`src/rtl/dmem_port_arbiter_pkg.sv`:
```
// Shared types and helpers for the data-memory port arbiter.
package dmem_arb_pkg;

  typedef enum logic [1:0] {
    NONE = 2'd0,
    CORE = 2'd1,
    HOST = 2'd2
  } owner_t;

  localparam int DEF_AW = 8;
  localparam int DEF_DW = 8;

  // Round-robin from idle, burst-capped when both sides contend.
  function automatic owner_t next_owner(
    input owner_t     owner,
    input owner_t     last,
    input logic       core_req,
    input logic       host_req,
    input logic [3:0] burst_cnt,
    input logic [3:0] burst_last
  );
    owner_t nxt;
    nxt = NONE;
    if (core_req && host_req) begin
      if (owner == NONE)
        nxt = (last == CORE) ? HOST : CORE;
      else if (burst_cnt < burst_last)
        nxt = owner;
      else
        nxt = (owner == CORE) ? HOST : CORE;
    end else if (core_req) begin
      nxt = CORE;
    end else if (host_req) begin
      nxt = HOST;
    end
    return nxt;
  endfunction

endpackage

```
`src/rtl/dmem_port_arbiter_if.sv`:
```
// Bus bundle between the two requesters, the arbiter and data_mem.
interface dmem_port_arbiter_if
  import dmem_arb_pkg::*;
#(
  parameter int AW = DEF_AW,
  parameter int DW = DEF_DW
);
  logic          core_req;
  logic          core_we;
  logic [AW-1:0] core_addr;
  logic [DW-1:0] core_wdata;
  logic          core_gnt;
  logic          core_stall;
  logic          core_rvalid;
  logic [DW-1:0] core_rdata;

  logic          host_req;
  logic          host_we;
  logic [AW-1:0] host_addr;
  logic [DW-1:0] host_wdata;
  logic          host_gnt;
  logic          host_rvalid;
  logic [DW-1:0] host_rdata;

  logic [AW-1:0] mem_addr;
  logic          mem_we;
  logic          mem_re;
  logic [DW-1:0] mem_wdata;
  logic [DW-1:0] mem_rdata;

  modport master (
    output core_req, core_we, core_addr, core_wdata,
    input  core_gnt, core_stall, core_rvalid, core_rdata,
    output host_req, host_we, host_addr, host_wdata,
    input  host_gnt, host_rvalid, host_rdata,
    input  mem_addr, mem_we, mem_re, mem_wdata,
    output mem_rdata
  );

  modport slave (
    input  core_req, core_we, core_addr, core_wdata,
    output core_gnt, core_stall, core_rvalid, core_rdata,
    input  host_req, host_we, host_addr, host_wdata,
    output host_gnt, host_rvalid, host_rdata,
    output mem_addr, mem_we, mem_re, mem_wdata,
    input  mem_rdata
  );

endinterface

```
`src/rtl/dmem_arb_stats.sv`:
```
// Saturating transfer and core-wait counters for the data-memory arbiter.
module dmem_arb_stats (
  input  logic        CLK,
  input  logic        reset_n,
  input  logic        core_xfer,
  input  logic        host_xfer,
  input  logic        core_stall,
  output logic [15:0] core_xfer_cnt,
  output logic [15:0] host_xfer_cnt,
  output logic [15:0] core_wait_cnt
);

  always_ff @(posedge CLK or negedge reset_n) begin
    if (!reset_n) begin
      core_xfer_cnt <= '0;
      host_xfer_cnt <= '0;
      core_wait_cnt <= '0;
    end else begin
      if (core_xfer && (core_xfer_cnt != 16'hFFFF))
        core_xfer_cnt <= core_xfer_cnt + 16'd1;
      if (host_xfer && (host_xfer_cnt != 16'hFFFF))
        host_xfer_cnt <= host_xfer_cnt + 16'd1;
      if (core_stall && (core_wait_cnt != 16'hFFFF))
        core_wait_cnt <= core_wait_cnt + 16'd1;
    end
  end

endmodule

```
`src/rtl/dmem_port_arbiter.sv`:
```
// Registered round-robin arbiter sharing data_mem between core and host, with a burst cap.
// Optional statistics counters are built when DMEM_ARB_STATS_EN is defined.
module dmem_port_arbiter
  import dmem_arb_pkg::*;
#(
  parameter int AW        = DEF_AW,
  parameter int DW        = DEF_DW,
  parameter int MAX_BURST = 4
) (
  input  logic CLK,
  input  logic reset_n,
  dmem_port_arbiter_if.slave bus
`ifdef DMEM_ARB_STATS_EN
  ,
  output logic [15:0] core_xfer_cnt,
  output logic [15:0] host_xfer_cnt,
  output logic [15:0] core_wait_cnt
`endif
);

  localparam logic [3:0] BURST_LAST = 4'(MAX_BURST - 1);

  owner_t        owner, owner_nxt, last, last_nxt;
  logic [3:0]    burst_cnt, burst_nxt;
  logic          core_gnt, host_gnt, core_xfer, host_xfer, core_stall;
  logic          core_rvalid_q, host_rvalid_q;
  logic [DW-1:0] core_rdata_q, host_rdata_q;
  logic [AW-1:0] mem_addr_d;
  logic [DW-1:0] mem_wdata_d;
  logic          mem_we_d, mem_re_d;

  assign core_gnt   = (owner == CORE);
  assign host_gnt   = (owner == HOST);
  assign core_xfer  = bus.core_req && core_gnt;
  assign host_xfer  = bus.host_req && host_gnt;
  assign core_stall = bus.core_req && !core_gnt;

  assign bus.core_gnt    = core_gnt;
  assign bus.host_gnt    = host_gnt;
  assign bus.core_stall  = core_stall;
  assign bus.core_rvalid = core_rvalid_q;
  assign bus.host_rvalid = host_rvalid_q;
  assign bus.core_rdata  = core_rdata_q;
  assign bus.host_rdata  = host_rdata_q;

  always_comb begin
    mem_addr_d  = '0;
    mem_wdata_d = '0;
    mem_we_d    = 1'b0;
    mem_re_d    = 1'b0;
    if (core_xfer) begin
      mem_addr_d  = bus.core_addr;
      mem_wdata_d = bus.core_wdata;
      mem_we_d    = bus.core_we;
      mem_re_d    = !bus.core_we;
    end else if (host_xfer) begin
      mem_addr_d  = bus.host_addr;
      mem_wdata_d = bus.host_wdata;
      mem_we_d    = bus.host_we;
      mem_re_d    = !bus.host_we;
    end
  end

  assign bus.mem_addr  = mem_addr_d;
  assign bus.mem_wdata = mem_wdata_d;
  assign bus.mem_we    = mem_we_d;
  assign bus.mem_re    = mem_re_d;

  // Burst count restarts whenever ownership moves or the port goes idle.
  always_comb begin
    owner_nxt = next_owner(owner, last, bus.core_req, bus.host_req, burst_cnt, BURST_LAST);
    last_nxt  = last;
    if (core_xfer)
      last_nxt = CORE;
    else if (host_xfer)
      last_nxt = HOST;
    burst_nxt = burst_cnt;
    if ((owner_nxt != owner) || (owner_nxt == NONE))
      burst_nxt = '0;
    else if ((core_xfer || host_xfer) && (burst_cnt < BURST_LAST))
      burst_nxt = burst_cnt + 4'd1;
  end

  always_ff @(posedge CLK or negedge reset_n) begin
    if (!reset_n) begin
      owner     <= NONE;
      last      <= HOST;
      burst_cnt <= '0;
    end else begin
      owner     <= owner_nxt;
      last      <= last_nxt;
      burst_cnt <= burst_nxt;
    end
  end

  // Read data is tagged by its issuer so a same-edge owner switch cannot misroute it.
  always_ff @(posedge CLK or negedge reset_n) begin
    if (!reset_n) begin
      core_rvalid_q <= 1'b0;
      host_rvalid_q <= 1'b0;
      core_rdata_q  <= '0;
      host_rdata_q  <= '0;
    end else begin
      core_rvalid_q <= core_xfer && !bus.core_we;
      host_rvalid_q <= host_xfer && !bus.host_we;
      if (core_xfer && !bus.core_we)
        core_rdata_q <= bus.mem_rdata;
      if (host_xfer && !bus.host_we)
        host_rdata_q <= bus.mem_rdata;
    end
  end

`ifdef DMEM_ARB_STATS_EN
  dmem_arb_stats u_stats (
    .CLK           (CLK),
    .reset_n       (reset_n),
    .core_xfer     (core_xfer),
    .host_xfer     (host_xfer),
    .core_stall    (core_stall),
    .core_xfer_cnt (core_xfer_cnt),
    .host_xfer_cnt (host_xfer_cnt),
    .core_wait_cnt (core_wait_cnt)
  );
`endif

endmodule
```
`src/flat_wrapper.sv`:
```
// flat-port wrapper written by rule: the top's interface ports become plain ports
module dmem_port_arbiter_flat import dmem_arb_pkg::*;
#(
  parameter int AW        = DEF_AW,
  parameter int DW        = DEF_DW,
  parameter int MAX_BURST = 4
)
  (CLK, reset_n, bus_core_req, bus_core_we, bus_core_addr, bus_core_wdata, bus_core_gnt, bus_core_stall, bus_core_rvalid, bus_core_rdata, bus_host_req, bus_host_we, bus_host_addr, bus_host_wdata, bus_host_gnt, bus_host_rvalid, bus_host_rdata, bus_mem_addr, bus_mem_we, bus_mem_re, bus_mem_wdata, bus_mem_rdata);
  dmem_port_arbiter_if #(.AW(AW), .DW(DW)) bus_i ();
  input  logic CLK;
  input  logic reset_n;
  input wire logic [$bits(bus_i.core_req)-1:0] bus_core_req;
  input wire logic [$bits(bus_i.core_we)-1:0] bus_core_we;
  input wire logic [$bits(bus_i.core_addr)-1:0] bus_core_addr;
  input wire logic [$bits(bus_i.core_wdata)-1:0] bus_core_wdata;
  output wire logic [$bits(bus_i.core_gnt)-1:0] bus_core_gnt;
  output wire logic [$bits(bus_i.core_stall)-1:0] bus_core_stall;
  output wire logic [$bits(bus_i.core_rvalid)-1:0] bus_core_rvalid;
  output wire logic [$bits(bus_i.core_rdata)-1:0] bus_core_rdata;
  input wire logic [$bits(bus_i.host_req)-1:0] bus_host_req;
  input wire logic [$bits(bus_i.host_we)-1:0] bus_host_we;
  input wire logic [$bits(bus_i.host_addr)-1:0] bus_host_addr;
  input wire logic [$bits(bus_i.host_wdata)-1:0] bus_host_wdata;
  output wire logic [$bits(bus_i.host_gnt)-1:0] bus_host_gnt;
  output wire logic [$bits(bus_i.host_rvalid)-1:0] bus_host_rvalid;
  output wire logic [$bits(bus_i.host_rdata)-1:0] bus_host_rdata;
  output wire logic [$bits(bus_i.mem_addr)-1:0] bus_mem_addr;
  output wire logic [$bits(bus_i.mem_we)-1:0] bus_mem_we;
  output wire logic [$bits(bus_i.mem_re)-1:0] bus_mem_re;
  output wire logic [$bits(bus_i.mem_wdata)-1:0] bus_mem_wdata;
  input wire logic [$bits(bus_i.mem_rdata)-1:0] bus_mem_rdata;
  assign bus_i.core_req = bus_core_req;
  assign bus_i.core_we = bus_core_we;
  assign bus_i.core_addr = bus_core_addr;
  assign bus_i.core_wdata = bus_core_wdata;
  assign bus_core_gnt = bus_i.core_gnt;
  assign bus_core_stall = bus_i.core_stall;
  assign bus_core_rvalid = bus_i.core_rvalid;
  assign bus_core_rdata = bus_i.core_rdata;
  assign bus_i.host_req = bus_host_req;
  assign bus_i.host_we = bus_host_we;
  assign bus_i.host_addr = bus_host_addr;
  assign bus_i.host_wdata = bus_host_wdata;
  assign bus_host_gnt = bus_i.host_gnt;
  assign bus_host_rvalid = bus_i.host_rvalid;
  assign bus_host_rdata = bus_i.host_rdata;
  assign bus_mem_addr = bus_i.mem_addr;
  assign bus_mem_we = bus_i.mem_we;
  assign bus_mem_re = bus_i.mem_re;
  assign bus_mem_wdata = bus_i.mem_wdata;
  assign bus_i.mem_rdata = bus_mem_rdata;
  dmem_port_arbiter #(.AW(AW), .DW(DW), .MAX_BURST(MAX_BURST)) u_core (.CLK(CLK), .reset_n(reset_n), .bus(bus_i));
endmodule
```
`config.mk`:
```
export PLATFORM = sky130hd
export DESIGN_NAME = dmem_port_arbiter_flat
export DESIGN_NICKNAME = d
export VERILOG_FILES = /design/src/rtl/dmem_port_arbiter_pkg.sv /design/src/rtl/dmem_port_arbiter_if.sv /design/src/rtl/dmem_arb_stats.sv /design/src/rtl/dmem_port_arbiter.sv /design/src/flat_wrapper.sv
export SDC_FILE = /design/constraint.sdc
export NUM_CORES = 1
export LEC_CHECK = 0
export CAP_MARGIN = 30
export CORE_ASPECT_RATIO = 0.5
export CORE_MARGIN = 1.5
export CORE_UTILIZATION = 39
export CTS_BUF_LIST = sky130_fd_sc_hd__clkbuf_8 sky130_fd_sc_hd__clkbuf_16
export CTS_CLUSTER_DIAMETER = 80
export DETAILED_ROUTE_END_ITERATION = 12
export PLACE_DENSITY_LB_ADDON = 0.2
export SLEW_MARGIN = 20
export SYNTH_ARGS = -nofsm -noshare
export SYNTH_HDL_FRONTEND = slang
export SYNTH_SLANG_ARGS = --single-unit
```
`constraint.sdc`:
```
create_clock -name CLK -period 4.2 [get_ports CLK]
set_input_delay 0.42 -clock CLK [delete_from_list [all_inputs] [get_ports CLK]]
set_output_delay 0.42 -clock CLK [all_outputs]
set_load 0.02 [all_outputs]
```
# Word-level counts from Yosys, hierarchy flattened
# Cells that the tools add are included.
# op_classes
muxes	19
eq_ne	4
reduce_logical	16
order_cmp	1
n_addsub	1
# ops
cell	count
$mux W8	4
$mux W2	9
$mux W4	2
$logic_and A1 B1 Y1	7
$add A4 B1 Y4 const B	1
$eq A2 B1 Y1 const B	2
$logic_not A2 Y1	2
$lt A4 B2 Y1 const B	1
$mux W1	4
$reduce_bool A2 Y1	2
$logic_not A1 Y1	3
$eq A2 B2 Y1 const B	1
$logic_or A1 B1 Y1	2
$ne A2 B2 Y1	1
# totals
reg_bits	26
out_inout_bits	39
wordCells	48
input_bits	46

# Depth between registers and ports, before layout
# Gate-level depths: netlist of run 1.
# logic_depth
word_depth	8
ltp_mapped	5
mapped_depth_nobuf	5

# Worst setup path before layout of run 1
# No wires, ideal clock.
# synth_timing
kind	flip-flop to output port
start	register u_core.owner[1]
end	output bus_mem_addr[0]
t_required_ps	3780
slack_ps	2507
arrival_ps	1273
stages_incl_launch_ff	5
path_buffers	2
cell_sequence	dfrtp_1 and3b_4 buf_6 buf_2 a22o_1
# synth_between
elab_chain_cells	4
word_cells_on_any_way	6
cone_classes	eq/ne: 2; mux: 2; reduce/logical: 2
# synth_lines
element	line_no	text
from (decl)	dmem_port_arbiter.sv:23	owner_t owner, owner_nxt, last, last_nxt;
from (signal assigned)	dmem_port_arbiter.sv:90	owner <= owner_nxt;
$eq A2 B2 Y1	dmem_port_arbiter.sv:33	assign host_gnt = (owner == HOST);
$logic_and A1 B1 Y1	dmem_port_arbiter.sv:35	assign host_xfer = bus.host_req && host_gnt;
$mux W8	dmem_port_arbiter.sv:56	end else if (host_xfer) begin
$mux W8 *	dmem_port_arbiter.sv:51	if (core_xfer) begin
to (decl)	flat_wrapper.sv:27	output wire logic [$bits(bus_i.mem_addr)-1:0] bus_mem_addr;
# Every way passes the cells marked *; elsewhere a longest branch is shown, timed or not.

# Final worst setup path of run 1
# layout_timing
start	input bus_host_req
end	output bus_mem_re
# layout_between
elab_chain_cells	3
# layout_lines
element	line_no	text
from (decl)	flat_wrapper.sv:20	input wire logic [$bits(bus_i.host_req)-1:0] bus_host_req;
$logic_and A1 B1 Y1	dmem_port_arbiter.sv:35	
$mux W1	dmem_port_arbiter.sv:56	
$mux W1	dmem_port_arbiter.sv:51	
to (decl)	flat_wrapper.sv:29	output wire logic [$bits(bus_i.mem_re)-1:0] bus_mem_re;
# No other way between the ends.

==> flow_summary.toml, run 1 <==
[detailed_routing]
ant_nets = 0
wl_per_cell_um = 15.5
wl_um = 3420
viasPerCell = 5.04
wl_met1_um = 1410
first_pass_iters = 8
drt-initial-drc-count = 36
vias = 1113
dr_wl_met3_um = 204
highest_layer = "met4"
post-route-drc-count = 4
met2WireLength_um = 1740

[placement]
dp.final_hpwl_um = 2590
place_congestion = 0.812
numPortBuffers = 84

[power_and_ir_drop]
power_density_nw_per_um2 = 433
power_w = 0.000969
ir_drop_uv = 267
leakage_nw = 0.968

[floorplan]
start_util_pct = 42.3
dieArea_sq_um = 3760
core_area_sq_um = 3120
rows = 14
die_x_um = 85.2
pin_count = 85
die_h_um = 44.1

[global_route]
grt.total_usage_pct = 18.9
grt_pass1_wl_um = 5330
grt_max_degree = 27
gr-total-overflow = 0
grt_pass1_vias = 1107
antenna_found_initial = 0

[worst_setup_path]
crit_required_ns = 3.78
reg2reg_depth = 3
worstPathArrival_ns = 2.58
r2r-start = "u_core.owner[1]"
reg2reg_slack_ns = 2.37
setup.worst_path.start_class = "input pin"
worstSetupPathType = "input pin to output pin"
r2r-end = "u_core.bus.core_rdata[3]"
critPathCaptureType = "output pin"
cp_max_fo = 21

[job]
drv_cap = 0

[yosys]
ys_seq_area_share_pct = 49.4
syn_area_per_cell_sq_um = 13.5
synth.distinct_cells = 28
yosys_register_bits = 26
syn-cell-area_sq_um = 1320
yosysWarnings = 0
synth.net_count = 145
syn_inst = 98

[clock_tree]
ctsResizeCount = 0
cts-htree-levels = 1
clock-sinks = 26
cts_made_buffers = 3
clk_latency_ns = 0.27
cts_tree = "done"
cts.hold.buffers_added = 0
post-cts-setup-buffers = 0
clk_path_buf_depth = 2
cts_root_buf = "clkbuf_8"
clkSlewWorstSetupHoldPaths_ns = 0.09

[sta]
relSlewSlack_pct = 62.9
fin_crit_sh_pct = 71.4
max_freq_mhz = 334
rsz0062_at_grt = "no"
tightestPinTransition_ns = 0.556
finalSetupViolCount = 0
hold_viol = 0
fin_tns_setup_ns = 0
skew_ns = 0.00165
finalCriticalPeriod_ns = 3.00
slew_viol_final = 0

[status]
violations = "design-rule violations"
outcome = "finished, violations left"

[cells_and_area]
fill_cells = 240
diodes = 0
drive_gt1_share_pct = 14.4
nets = 229
fin_util_pct = 71.7
area_growth_pct = 69.4

[hold_path]
hold_class = "input pin to asynchronous set/reset pin"
[cells by family (layout without fill, tap and decap cells)]
| group | after synthesis | in the layout | share of synthesized area (%) |
|---|---|---|---|
| flip-flops | 26 | 26 | 49.4 |
| XOR/XNOR | 1 | 1 | 0.664 |
| AND/OR/NAND/NOR | 19 | 19 | 9.39 |
| AO/OA/AOI/OAI | 25 | 25 | 15.6 |
| multiplexers | 18 | 18 | 19.7 |
| adder cells (fa/ha/maj) | 1 | 1 | 0.949 |
| buffers and inverters | 8 | 91 | 4.27 |
[cells in the mapped netlist]
library cell | n | share of area (%)
and2b_1 | 2 | 1.1
buf_2 | 3 | 1.1
a211oi_1 | 1 | 0.57
nor2b_1 | 2 | 0.95
or3_1 | 1 | 0.47
dfrtp_1 | 25 | 47
and3b_1 | 1 | 0.66
mux2i_1 | 2 | 1.5
nor2_1 | 5 | 1.4
inv_1 | 2 | 0.57
nand2_1 | 3 | 0.85
buf_6 | 3 | 2.6
nor3_1 | 1 | 0.38
dfstp_2 | 1 | 2.0
xor2_1 | 1 | 0.66
a32oi_1 | 1 | 0.66
or2_1 | 1 | 0.47
o21bai_1 | 1 | 0.57
nor2b_4 | 2 | 2.1
o21ai_1 | 1 | 0.38
a21oi_1 | 1 | 0.38
a22o_1 | 17 | 11
and3b_4 | 1 | 0.95
a31oi_1 | 1 | 0.47
a21o_1 | 1 | 0.57
ha_1 | 1 | 0.95
o2bb2ai_1 | 1 | 0.66
mux2_4 | 16 | 18
[how the worst max path moves through the flow]
stage | start | end | slack [ns]
2_1_floorplan | u_core.owner[1] | bus_mem_addr[0] | 2.51
3_3_place_gp | bus_host_req | bus_mem_re | 1.24
3_5_place_dp | bus_host_req | bus_mem_re | 1.20
4_1_cts | bus_host_req | bus_mem_re | 1.19
5_1_grt | bus_host_req | bus_mem_re | 1.09
6_report | bus_host_req | bus_mem_re | 1.20
[cells in the final DEF, fill, tap and decap left out, types with 2 or more instances in the layout]
cell type	n
a22o_1	17
and2b_1	2
clkbuf_8	3
clkdlybuf4s50_1	83
dfrtp_1	25
inv_1	2
mux2_4	16
mux2i_1	2
nand2_1	3
nor2_1	5
nor2b_1	2
nor2b_4	2
[power breakdown]
part	internal [W]	switching (W)
Clock	0.000128	0.0000784
Sequential	0.000313	0.0000377
Combinational	0.000242	0.000170
Total	0.000683	0.000286
[per-stage QoR]
stage | worst slack, ns | std cells | hold slack, ns | area, sq um
floorplan | 2.51 | 98 | 0.124 | 1320
CTS | 1.19 | 221 | 0.156 | 2230
global route | 1.09 | 221 | 0.174 | 2230
global placement | 1.24 | 217 | 0.478 | 2170
finish | 1.20 | 221 | 0.125 | 2230
detailed placement | 1.20 | 217 | 0.453 | 2160
[cell type report]
type | count | area [sq um] | share of cell area [%]
timing repair buffer | 85 | 843 | 37.7
clock buffer | 3 | 41.3 | 1.85
tap | 40 | 50.0 | 2.24
sequential | 26 | 652 | 29.2
clock inverter | 1 | 30.0 | 1.34
multi-input combinational | 64 | 611 | 27.3
inverter | 2 | 7.51 | 0.336
[worst max-delay path, cell delays in order]
cell	delay (ns)
clkdlybuf4s50_1	0.56
and3b_1	0.18
buf_4	0.23
nor2b_4	0.41
or2_1	0.16
clkdlybuf4s50_1	0.59
[registers in the layout (all words and copies together) (netlist names)]
signal	flops
u_core.bus.core_rvalid	1
u_core.owner	2
u_core.burst_cnt	4
u_core.bus.host_rvalid	1
u_core.last	2
u_core.bus.host_rdata	8
u_core.bus.core_rdata	8
[per-layer routing]
metal,vias up,track usage [%]
li1,524,-
met1,535,23.0
met2,47,33.2
met3,7,4.66
met4,0,7.87
met5,-,0
Note: power is estimated with default switching activity, not from simulation.
==> run 2, diff against run 1 <==
--- a/config.mk
+++ b/config.mk
@@ -8,7 +8,7 @@
 export CAP_MARGIN = 30
 export CORE_ASPECT_RATIO = 0.5
 export CORE_MARGIN = 1.5
-export CORE_UTILIZATION = 39
+export CORE_UTILIZATION = 32
 export CTS_BUF_LIST = sky130_fd_sc_hd__clkbuf_8 sky130_fd_sc_hd__clkbuf_16
 export CTS_CLUSTER_DIAMETER = 80
 export DETAILED_ROUTE_END_ITERATION = 12
==> constraint.sdc (replaced) <==
create_clock -name CLK -period 2.6 [get_ports CLK]
set_input_delay 0.26 -clock CLK [delete_from_list [all_inputs] [get_ports CLK]]
set_output_delay 0.26 -clock CLK [all_outputs]
set_load 0.02 [all_outputs]
==> flow_summary.toml, run 2 (same netlist as run 1, synthesis figures left out) <==
[sta]
hold_viol = 0
finalSetupViolCount = 0
relSlewSlack_pct = 62.1
skew_ns = 0.00471
rsz0062_at_grt = "no"
fin_tns_setup_ns = 0
max_freq_mhz = 418
whs_ns = 0.350
slew_viol_final = 0
fin_crit_sh_pct = 92.0
tightestPinTransition_ns = 0.567
finalCriticalPeriod_ns = 2.39

[worst_setup_path]
path_buf_inv = 1
cp_top_family = "simple AND/OR/NAND/NOR gates"
r2r-start = "u_core.owner[1]"
cp_max_fo = 22
setup.worst_path.start_class = "register"
worstSetupPathType = "register to output pin"
max_stage_delay_ns = 0.60
critPathCaptureType = "output pin"
worst_path_max_delay_cell = "clkdlybuf4s50_1"
worstPathArrival_ns = 2.13
crit_required_ns = 2.34
crit_chain = "and3b_4 -> nor2b_4 -> or2_1 -> clkdlybuf4s50_1"
r2r-end = "u_core.bus.core_rdata[3]"
reg2reg_depth = 4
reg2reg_slack_ns = 0.79

[clock_tree]
clk_latency_ns = 0.27
cts-htree-levels = 1
cts_tree = "done"
cts_root_buf = "clkbuf_8"
ctsResizeCount = 0
clk_path_buf_depth = 2
cts.hold.buffers_added = 0
clkSlewWorstSetupHoldPaths_ns = 0.09
clock-sinks = 26
post-cts-setup-buffers = 0
cts_made_buffers = 3

[detailed_routing]
wl_per_cell_um = 14.3
ant_nets = 0
drt-initial-drc-count = 23
wl_um = 3410
first_pass_iters = 6
vias = 1134
viasPerCell = 4.74
post-route-drc-count = 0

[cells_and_area]
layout_commonest_cell = "clkdlybuf4s50_1"
nets = 233
drive_gt1_share_pct = 15.7
area_growth_pct = 73.4
diodes = 0
mostFrequentLayoutCells = "84 x clkdlybuf4s50_1, 25 x dfrtp_1, 17 x a22o_1, 16 x mux2_4"

[global_route]
gr-total-overflow = 0
grt_max_degree = 23
grt_pass1_wl_um = 5520
grt.total_usage_pct = 15.6
antenna_found_initial = 0
grt_pass1_vias = 1155

[floorplan]
pin_count = 85
start_util_pct = 33.6
rows = 16
die_h_um = 48.4
core_area_sq_um = 3920
die_x_um = 93.8
dieArea_sq_um = 4540

[placement]
place_congestion = 0.737
numPortBuffers = 84
dp.final_hpwl_um = 2690

[hold_path]
hold_class = "input pin to asynchronous set/reset pin"

[power_and_ir_drop]
leakage_nw = 0.989
power_density_nw_per_um2 = 682
ir_drop_uv = 253

[status]
outcome = "finished, final reports clean"

[job]
drv_cap = 0
## run 2: cell type report
class | instances | area (sq um)
well taps | 54 | 67.6
fillers | 348 | 1640
flip-flops and latches | 26 | 652
inverters | 2 | 7.51
clock buffers | 3 | 41.3
multi-input cells | 64 | 611
clock inverters | 1 | 30.0
repair buffers | 89 | 878
## run 2: worst register-to-register path, cell delays in order, from the launching register on
cell and delay (ns):
dfrtp_1 0.46, and3b_4 0.50, nor2b_4 0.21, buf_4 0.22, mux2_4 0.32
## run 2: layer usage
layer / vias to the layer above / global-route usage (%) / wire length [um]
met5: - / 0 / 0
met4: 0 / 3.48 / 29
met3: 4 / 5.03 / 281
met2: 49 / 29.0 / 1730
met1: 547 / 17.4 / 1370
li1: 534 / - / -
## run 2: metrics by stage
stage               utilization [%]  cell area, sq um  cells  power (W)  setup slack, ns
floorplan                         -              1320     98   0.000908             1.07
global placement               56.5              2220    235    0.00124            0.241
detailed placement             56.5              2220    235    0.00125            0.222
CTS                            58.3              2290    239    0.00158            0.211
global route                   58.3              2290    239    0.00164            0.106
finish                         58.3              2290    239    0.00156            0.207
## run 2: power breakdown
part           total [W]  internal (W)  switching, W
logic           0.000668      0.000396      0.000272
registers       0.000566      0.000506     0.0000599
clock network   0.000327      0.000206      0.000121
## run 2: worst max path at each step
| stage | startpoint | to | slack (ns) | cells after the start |
|---|---|---|---|---|
| 6_report | u_core.owner[1] | bus_mem_re | 0.21 | 4 |
| 5_1_grt | u_core.owner[1] | bus_mem_re | 0.11 | 4 |
| 4_1_cts | u_core.owner[1] | bus_mem_re | 0.21 | 4 |
| 3_5_place_dp | bus_core_req | bus_mem_re | 0.22 | 5 |
| 3_3_place_gp | bus_core_req | bus_mem_re | 0.24 | 5 |
| 2_1_floorplan | u_core.owner[1] | bus_mem_addr[0] | 1.07 | 4 |
